## src/rtl/reservation_station.sv

```systemverilog
// Reservation station: buffers dispatched ops, wakes operands from the CDB and issues the oldest ready entry.
// Issue is one cycle after the last operand arrives; disp_ready drops only when every entry is valid.
module reservation_station #(
    parameter int DEPTH      = 4,
    parameter int TAG_W      = 4,
    parameter int STATION_ID = 1
) (
    input  logic             clk,
    input  logic             rst_n,
    input  logic             flush,
    input  logic             disp_valid,
    input  logic [3:0]       disp_rs_station,
    input  logic             disp_is_noop,
    output logic             disp_ready,
    input  logic [5:0]       disp_alu_fn,
    input  logic [15:0]      disp_immediate,
    input  logic             disp_has_src1,
    input  logic             disp_has_src2,
    input  logic             disp_src1_rdy,
    input  logic             disp_src2_rdy,
    input  logic [31:0]      disp_src1_val,
    input  logic [31:0]      disp_src2_val,
    input  logic [TAG_W-1:0] disp_src1_tag,
    input  logic [TAG_W-1:0] disp_src2_tag,
    input  logic [TAG_W-1:0] disp_dest_tag,
    input  logic             cdb_valid,
    input  logic [TAG_W-1:0] cdb_tag,
    input  logic [31:0]      cdb_value,
    output logic             iss_valid,
    input  logic             iss_ready,
    output logic [5:0]       iss_alu_fn,
    output logic [31:0]      iss_op1,
    output logic [31:0]      iss_op2,
    output logic [15:0]      iss_immediate,
    output logic [TAG_W-1:0] iss_dest_tag
);

    localparam int IDX_W = (DEPTH > 1) ? $clog2(DEPTH) : 1;

    logic [DEPTH-1:0] valid_q, valid_d;
    logic [DEPTH-1:0] s1_rdy_q, s1_rdy_d;
    logic [DEPTH-1:0] s2_rdy_q, s2_rdy_d;
    logic [31:0]      s1_val_q [DEPTH];
    logic [31:0]      s1_val_d [DEPTH];
    logic [31:0]      s2_val_q [DEPTH];
    logic [31:0]      s2_val_d [DEPTH];
    logic [TAG_W-1:0] s1_tag_q [DEPTH];
    logic [TAG_W-1:0] s1_tag_d [DEPTH];
    logic [TAG_W-1:0] s2_tag_q [DEPTH];
    logic [TAG_W-1:0] s2_tag_d [DEPTH];
    logic [5:0]       fn_q     [DEPTH];
    logic [5:0]       fn_d     [DEPTH];
    logic [15:0]      imm_q    [DEPTH];
    logic [15:0]      imm_d    [DEPTH];
    logic [TAG_W-1:0] dest_q   [DEPTH];
    logic [TAG_W-1:0] dest_d   [DEPTH];
    // older_q[j][i] set means entry j was dispatched before entry i
    logic [DEPTH-1:0] older_q  [DEPTH];
    logic [DEPTH-1:0] older_d  [DEPTH];

    logic             accept;
    logic             do_issue;
    logic [IDX_W-1:0] free_idx;
    logic [DEPTH-1:0] ent_rdy;
    logic [DEPTH-1:0] sel_oh;
    logic             in1_rdy, in2_rdy;
    logic [31:0]      in1_val, in2_val;

    assign disp_ready = ~&valid_q;
    assign accept     = disp_valid && disp_ready && (disp_rs_station == 4'(STATION_ID)) && !disp_is_noop;
    assign ent_rdy    = valid_q & s1_rdy_q & s2_rdy_q;
    assign iss_valid  = |ent_rdy;
    assign do_issue   = iss_valid && iss_ready;

    always_comb begin
        free_idx = '0;
        for (int i = DEPTH - 1; i >= 0; i--) begin
            if (!valid_q[i]) free_idx = IDX_W'(i);
        end
    end

    // An entry is selected when no other ready entry is older than it.
    always_comb begin
        sel_oh = ent_rdy;
        for (int i = 0; i < DEPTH; i++) begin
            for (int j = 0; j < DEPTH; j++) begin
                if (j != i && ent_rdy[j] && older_q[j][i]) sel_oh[i] = 1'b0;
            end
        end
    end

    always_comb begin
        iss_alu_fn    = '0;
        iss_op1       = '0;
        iss_op2       = '0;
        iss_immediate = '0;
        iss_dest_tag  = '0;
        for (int i = 0; i < DEPTH; i++) begin
            if (sel_oh[i]) begin
                iss_alu_fn    = fn_q[i];
                iss_op1       = s1_val_q[i];
                iss_op2       = s2_val_q[i];
                iss_immediate = imm_q[i];
                iss_dest_tag  = dest_q[i];
            end
        end
    end

    // Incoming operands, including a same-cycle CDB bypass for waiting tags.
    always_comb begin
        in1_rdy = 1'b1;
        in1_val = '0;
        in2_rdy = 1'b1;
        in2_val = '0;
        if (disp_has_src1) begin
            if (disp_src1_rdy)                               in1_val = disp_src1_val;
            else if (cdb_valid && cdb_tag == disp_src1_tag) in1_val = cdb_value;
            else                                             in1_rdy = 1'b0;
        end
        if (disp_has_src2) begin
            if (disp_src2_rdy)                               in2_val = disp_src2_val;
            else if (cdb_valid && cdb_tag == disp_src2_tag) in2_val = cdb_value;
            else                                             in2_rdy = 1'b0;
        end
    end

    always_comb begin
        valid_d  = valid_q;
        s1_rdy_d = s1_rdy_q;
        s2_rdy_d = s2_rdy_q;
        s1_val_d = s1_val_q;
        s2_val_d = s2_val_q;
        s1_tag_d = s1_tag_q;
        s2_tag_d = s2_tag_q;
        fn_d     = fn_q;
        imm_d    = imm_q;
        dest_d   = dest_q;
        older_d  = older_q;
        for (int i = 0; i < DEPTH; i++) begin
            if (valid_q[i] && cdb_valid) begin
                if (!s1_rdy_q[i] && s1_tag_q[i] == cdb_tag) begin
                    s1_rdy_d[i] = 1'b1;
                    s1_val_d[i] = cdb_value;
                end
                if (!s2_rdy_q[i] && s2_tag_q[i] == cdb_tag) begin
                    s2_rdy_d[i] = 1'b1;
                    s2_val_d[i] = cdb_value;
                end
            end
            if (do_issue && sel_oh[i]) valid_d[i] = 1'b0;
            if (accept && free_idx == IDX_W'(i)) begin
                valid_d[i]  = 1'b1;
                s1_rdy_d[i] = in1_rdy;
                s1_val_d[i] = in1_val;
                s1_tag_d[i] = disp_src1_tag;
                s2_rdy_d[i] = in2_rdy;
                s2_val_d[i] = in2_val;
                s2_tag_d[i] = disp_src2_tag;
                fn_d[i]     = disp_alu_fn;
                imm_d[i]    = disp_immediate;
                dest_d[i]   = disp_dest_tag;
                // The newcomer is younger than every other slot; stale rows are rewritten on reuse.
                older_d[i]  = '0;
                for (int j = 0; j < DEPTH; j++) begin
                    if (j != i) older_d[j][i] = 1'b1;
                end
            end
        end
        if (flush) valid_d = '0;
    end

    always_ff @(posedge clk or negedge rst_n) begin
        if (!rst_n) begin
            valid_q  <= '0;
            s1_rdy_q <= '0;
            s2_rdy_q <= '0;
            for (int i = 0; i < DEPTH; i++) begin
                s1_val_q[i] <= '0;
                s2_val_q[i] <= '0;
                s1_tag_q[i] <= '0;
                s2_tag_q[i] <= '0;
                fn_q[i]     <= '0;
                imm_q[i]    <= '0;
                dest_q[i]   <= '0;
                older_q[i]  <= '0;
            end
        end else begin
            valid_q  <= valid_d;
            s1_rdy_q <= s1_rdy_d;
            s2_rdy_q <= s2_rdy_d;
            s1_val_q <= s1_val_d;
            s2_val_q <= s2_val_d;
            s1_tag_q <= s1_tag_d;
            s2_tag_q <= s2_tag_d;
            fn_q     <= fn_d;
            imm_q    <= imm_d;
            dest_q   <= dest_d;
            older_q  <= older_d;
        end
    end

endmodule

```

## config.mk

```make
export PLATFORM = sky130hd
export DESIGN_NAME = reservation_station
export DESIGN_NICKNAME = d
export VERILOG_FILES = /design/src/rtl/reservation_station.sv
export SDC_FILE = /design/constraint.sdc
export NUM_CORES = 1
export LEC_CHECK = 0
export ABC_AREA = 1
export CAP_MARGIN = 20
export CORE_ASPECT_RATIO = 1.5
export CORE_MARGIN = 1
export CORE_UTILIZATION = 40
export DETAILED_ROUTE_END_ITERATION = 8
export GPL_TIMING_DRIVEN = 0
export PLACE_DENSITY = 0.69
export SYNTH_ARGS = -nofsm -noshare
export SYNTH_HDL_FRONTEND = slang
export SYNTH_SLANG_ARGS = --single-unit
```

## constraint.sdc

```tcl
create_clock -name clk -period 2.6 [get_ports clk]
set_input_delay 0.39 -clock clk [delete_from_list [all_inputs] [get_ports clk]]
set_output_delay 0.39 -clock clk [all_outputs]
set_load 0.03 [all_outputs]
```

==> After elaboration in Yosys (flattened, before gate mapping) <==
Index checks and enable logic that the tools add are counted.
{ "word_totals": {"regBits": 416, "inputBits": 149, "output_inout_bits": 92, "wordCells": 267} }
{ "op_classes": {"n_eq_ne": 14, "bitwise_logic": 2, "mux": 118, "n_reduce_logical": 81} }
{ "op_table": {"columns": ["op", "n"], "rows": [
  ["$mux 32", 38],
  ["$mux 16", 4],
  ["$mux 1", 59],
  ["$eq 4x4->1", 10],
  ["$logic_and 1x1->1", 38],
  ["$reduce_bool 2->1", 18],
  ["$mux 4", 8],
  ["$mux 6", 4],
  ["$reduce_and 2->1", 8],
  ["$reduce_bool 3->1", 4],
  ["$logic_not 1->1", 10],
  ["$and 4x4->4", 2],
  ["$mux 2", 4],
  ["$eq 2x2->1 const B", 2],
  ["$eq 4x1->1 const B", 1],
  ["$reduce_and 4->1", 1],
  ["$reduce_or 4->1", 1],
  ["$mux 3", 1],
  ["$eq 2x1->1 const B", 1],
  ["$logic_not 2->1", 1]
]} }

==> Logic depth before layout (Yosys ltp) <==
{ "logic_depth": {"depth_word": 10, "depth_mapped": 12, "mapped_depth_nobuf": 10} }

==> Worst setup path before layout <==
OpenSTA, ideal clock, no wires.
{ "synth_path": {"kind": "register -> output", "startpoint": "reg valid_q[1]", "endpoint": "out iss_alu_fn[0]", "arrival_ns": 1.627, "path_stages_with_launch": 11, "required_ns": 2.210, "slack_ns": 0.583, "n_path_buf": 1, "path_cell_list": "dfrtp_1 > nand3_1 > inv_1 > nand2_1 > inv_1 > nand2_1 > clkbuf_1 > nand3_1 > nand2_1 > nand2_1 > nand2_1"} }
{ "synth_between": {"elab_chain_len": 10} }
{ "synth_lines": {"columns": ["element", "line", "text"], "rows": [
  ["start: declaration", "40", "logic [DEPTH-1:0] valid_q, valid_d;"],
  ["start signal: assignment", "188", "valid_q <= valid_d;"],
  ["$and 4x4->4 * (2 in a row)", "71", "assign ent_rdy = valid_q & s1_rdy_q & s2_rdy_q;"],
  ["$logic_and 1x1->1", "87", "if (j != i && ent_rdy[j] && older_q[j][i]) sel_oh[i] = 1'b0;"],
  ["$mux 1 (3 in a row)", "87", null],
  ["$mux 6 (3 in a row)", "99", "if (sel_oh[i]) begin"],
  ["$mux 6 *", "99", null],
  ["end: declaration", "31", "output logic [5:0] iss_alu_fn,"]
]} }
Every way passes the cells marked *; elsewhere a longest branch is shown, timed or not.

==> Worst setup path after layout <==
{ "layout_path": {"startpoint": "reg valid_q[2]", "endpoint": "out iss_op2[4]"} }
{ "layout_between": {"elab_chain_len": 9} }
{ "layout_lines": {"columns": ["element", "line", "text"], "rows": [
  ["$and 4x4->4 * (2 in a row)", "71", null],
  ["$logic_and 1x1->1", "87", null],
  ["$mux 1 (2 in a row)", "87", null],
  ["$mux 32 (3 in a row)", "99", null],
  ["$mux 32 *", "99", null],
  ["end: declaration", "33", "output logic [31:0] iss_op2,"]
]} }
Marked as above.

==> impl_metrics.csv <==
group,metric,value,unit
clock_network,clk_path_buf_depth,3,
drt,firstDrtPassIters,6,
clock_network,cts_buffers,46,
logic_synthesis,synthesis.nets,4077,
power_and_ir_drop,vdd.ir_drop.worst,0.000466,V
worst_setup_path,path_depth,11,
power_and_ir_drop,leakage,17.0,nW
status,violations,"setup timing",
timing,tightest_slew,1.16,ns
power_and_ir_drop,p_comb_share,9.7,%
logic_synthesis,synth_cell_types,26,
drt,wl_per_cell,22.4,um
layout,fillers,6470,
timing,period_minus_slack,2.86,ns
placed_design,globalplace.congestion,1.04,
drt,ant_nets,0,
logic_synthesis,synth_area_leaders,"dfrtp_1 41%, nand2_1 18%, nand3_1 16%",
die,rows,113,
worst_setup_path,critPathKind,"reg -> out",
timing,worst_slack,-0.259,ns
grt,antenna_found_initial,8,
placed_design,pre_cts_ws,-1.28,ns
logic_synthesis,synth_fa_ha_area_share,0,%
layout,regArea,10400,sq um
layout,multi_input_comb_area,12700,sq um
power_and_ir_drop,seqPwrFrac,43.7,%
drt,via_per_inst,5.63,
logic_synthesis,synth_xor_area_share,0.274,%
grt,grt_max_degree,120,
timing,period_share,110,%
layout,areaGrowthSynthToFinish,26.9,%
worst_setup_path,critPathSlowestCell,"dfrtp_2",
die,dieArea,65000,sq um
min_path,hold_depth,5,
die,initial_core_util,40.4,%
logic_synthesis,synthMuxAreaShare,0,%
logic_synthesis,synth_compound_area_share,6.87,%
drt,finalWirelength,114000,um
clock_network,clk-insertion-delay-late,0.62,ns
worst_setup_path,crit_fanout,8,
logic_synthesis,synth-simple-area-share,39.7,%
logic_synthesis,synth-warning-count,0,
logic_synthesis,yosysTopAreaCell,"dfrtp_1",
placed_design,dp_hpwl,80600,um
min_path,hold_class,"in -> reg",
power_and_ir_drop,p_per_area,482,nW/um^2
layout,drive_gt1_share,14.1,%
layout,final_common_cell,"nand2_1",
worst_setup_path,worst_ep_required_time,2.21,ns
timing,clock.fmax,350,MHz
power_and_ir_drop,power.share.switching,26.3,%
timing,timing.final.max_slew_violations,0,
placed_design,placement.io_buffers,208,
clock_network,cts_tree,"built",
grt,overflow,0,
die,io_pins,241,
worst_setup_path,startpoint_type,"register",
grt,grt_pass1_wl,168000,um
die,fp.dieW,208,um
clock_network,htreeDepth,2,
grt,grtUsageTotal,34.5,%
layout,num-nets-final,4380,
logic_synthesis,syn_area,25600,sq um
status,outcome,"complete, but fails checks",
logic_synthesis,avgSynthCellArea,6.51,sq um
worst_setup_path,critPathArrivalTime,2.47,ns
die,core,63300,sq um
logic_synthesis,synthCells,3928,
clock_network,cts_sinks,416,
placed_design,dp.cells,4945,
power_and_ir_drop,power_switching,4.12,mW
logic_synthesis,ys_seq_elements,416,
timing,hold_viol,0,
power_and_ir_drop,internal_power,11.5,mW
timing,setup_viol,90,
drt,drc_errors,0,
logic_synthesis,synth_top_family_by_area,"simple AND/OR/NAND/NOR gates",
logic_synthesis,synth_top_area_share,40.7,%
worst_setup_path,critPathBufInv,5,
die,fp.dieH,312,um
timing,fin_worst_skew,0.0326,ns
logic_synthesis,yosysSeqAreaShare,40.7,%
worst_setup_path,crit_family,"buffers and inverters",
power_and_ir_drop,pwr-share-clk,46.5,%
worst_setup_path,cp_common_cell,"nand2_1",
timing,relSlewSlack,22.9,%
flow_run,maxCapViolCount,0,
grt,grt_pass1_vias,27867,
worst_setup_path,critPathMaxStageDelay,0.46,ns
worst_setup_path,ff2ff_path_depth,11,
worst_setup_path,path_cells,"nand3_4 > inv_1 > o21ai_2 > nor2_4 > buf_12 > buf_16 > clkbuf_16 > a21oi_2 > nand2_1 > nand2_1 > buf_6",
layout,final_cell_mix,"1187 x nand2_1, 811 x nand3_1, 477 x inv_1, 408 x dfrtp_1, 202 x nor2_1",
timing,rsz0062_at_grt,"yes",
drt,drt-initial-drc-count,2844,
worst_setup_path,cp-end-kind,"output port",
clock_network,clk_pin_slew,0.06,ns
clock_network,cts-root-buf,"clkbuf_16",
drt,vias,28594,
layout,finish.cell_count_without_fillers,5077,
[worst reg2reg max path, cell delays in order, from the launching register on]
cell,delay [ns]
dfrtp_1,0.36
buf_6,0.14
buf_4,0.12
buf_4,0.12
nand2_1,0.09
nand2_1,0.20
nand4_4,0.35
inv_2,0.21
buf_2,0.48
buf_6,0.25
nand3_1,0.11
nand2_1,0.08
[cells by family after synthesis]
family,Yosys count
AO/OA/AOI/OAI,350
AND/OR/NAND/NOR,2368
flip-flops,416
XOR/XNOR,8
buffers and inverters,786
[worst paths after layout]
check                                       start                       end  slack, ns
min                                 cdb_value[22]  s1_val_q[22]$_DFFE_PN0P_       0.20
max                        valid_q[2]$_DFFE_PN0P_                iss_op2[4]      -0.26
min reg2reg                  imm_q[8]$_DFFE_PN0P_      imm_q[8]$_DFFE_PN0P_       0.48
min in group asynchronous                   rst_n  s2_val_q[12]$_DFFE_PN0P_       0.27
max reg2reg                valid_q[0]$_DFFE_PN0P_  s1_val_q[24]$_DFFE_PN0P_       0.04
max in group asynchronous                   rst_n       fn_q[1]$_DFFE_PN0P_       0.61
[cells in the mapped netlist]
cell and instances:
buf_1 18, nand2_1 1259, o21ai_1 1, xor2_1 3
nor2_1 204, or2_1 1, clkbuf_1 145, buf_6 4
inv_1 481, nand4_1 71, o21a_1 1, nor3_1 1
a21oi_1 191, nor2_4 2, nand2_2 3, xnor2_1 5
nor2_2 6, o21bai_1 1, nand3_1 817, buf_4 20
nand3b_1 3, buf_2 110, dfrtp_1 416, o21ai_0 156
inv_2 8, nand4_2 1
[metrics by stage]
stage / TNS, ns / area [sq um] / hold WS, ns / total power [mW] / util (%)
global route: -20.68 / 32400 / 0.248 / 16.0 / 51.2
floorplan: 0 / 25600 / 0.0944 / 7.66 / -
global placement: -7864.46 / 28700 / 0.460 / 8.37 / 45.3
finish: -16.63 / 32400 / 0.204 / 15.7 / 51.2
detailed placement: -199.06 / 28800 / 0.307 / 8.40 / 45.4
CTS: -14.94 / 31800 / 0.292 / 15.6 / 50.2
[power groups by stage]
stage                     sequential (mW)  clock (mW)  combinational [mW]
after global placement               6.96           0                1.42
after CTS                            6.83        7.27                1.48
final                                6.84        7.29                1.52
after floorplan                      6.91           0               0.744
after global routing                 6.86        7.52                1.66
after detailed placement             6.95           0                1.45
[state kept, by name (all words and copies together) (netlist names)]
signal	cells
s1_rdy_q	4
imm_q	64
dest_q	16
older_q	12
s1_val_q	128
s2_rdy_q	4
s1_tag_q	16
s2_tag_q	16
s2_val_q	128
valid_q	4
fn_q	24
[what timing repair did]
action	in CTS	in global routing
hold buffers	1	0
cloned	5	4
resized for setup	923	135
pin swaps	42	62
endpoints found under the setup margin	94	238
buffers inserted	26	7
hold endpoints to repair	42	0
[metal layers]
| layer | vias to the layer above | global-route usage [%] | part of all wire (%) | wire length, um |
|---|---|---|---|---|
| met1 | 13344 | 37.2 | 34 | 39000 |
| met4 | 2 | 32.2 | 10 | 11800 |
| li1 | 13056 | - | - | - |
| met3 | 573 | 7.64 | 8.7 | 9880 |
| met2 | 1619 | 56.0 | 47 | 53300 |
| met5 | - | 0 | 0.0088 | 10 |
[final cells by class]
type / instances / area share (%)
diodes: 9 / 0.0694
plain buffers: 294 / 5.98
clock buffers: 62 / 3.95
clock inverters: 18 / 1.00
inverters: 489 / 5.67
multi-input cells: 2727 / 39.3
flip-flops and latches: 416 / 32.1
well taps: 805 / 3.10
repair buffers: 257 / 8.83
No activity file was read; power rests on OpenSTA's default activity.
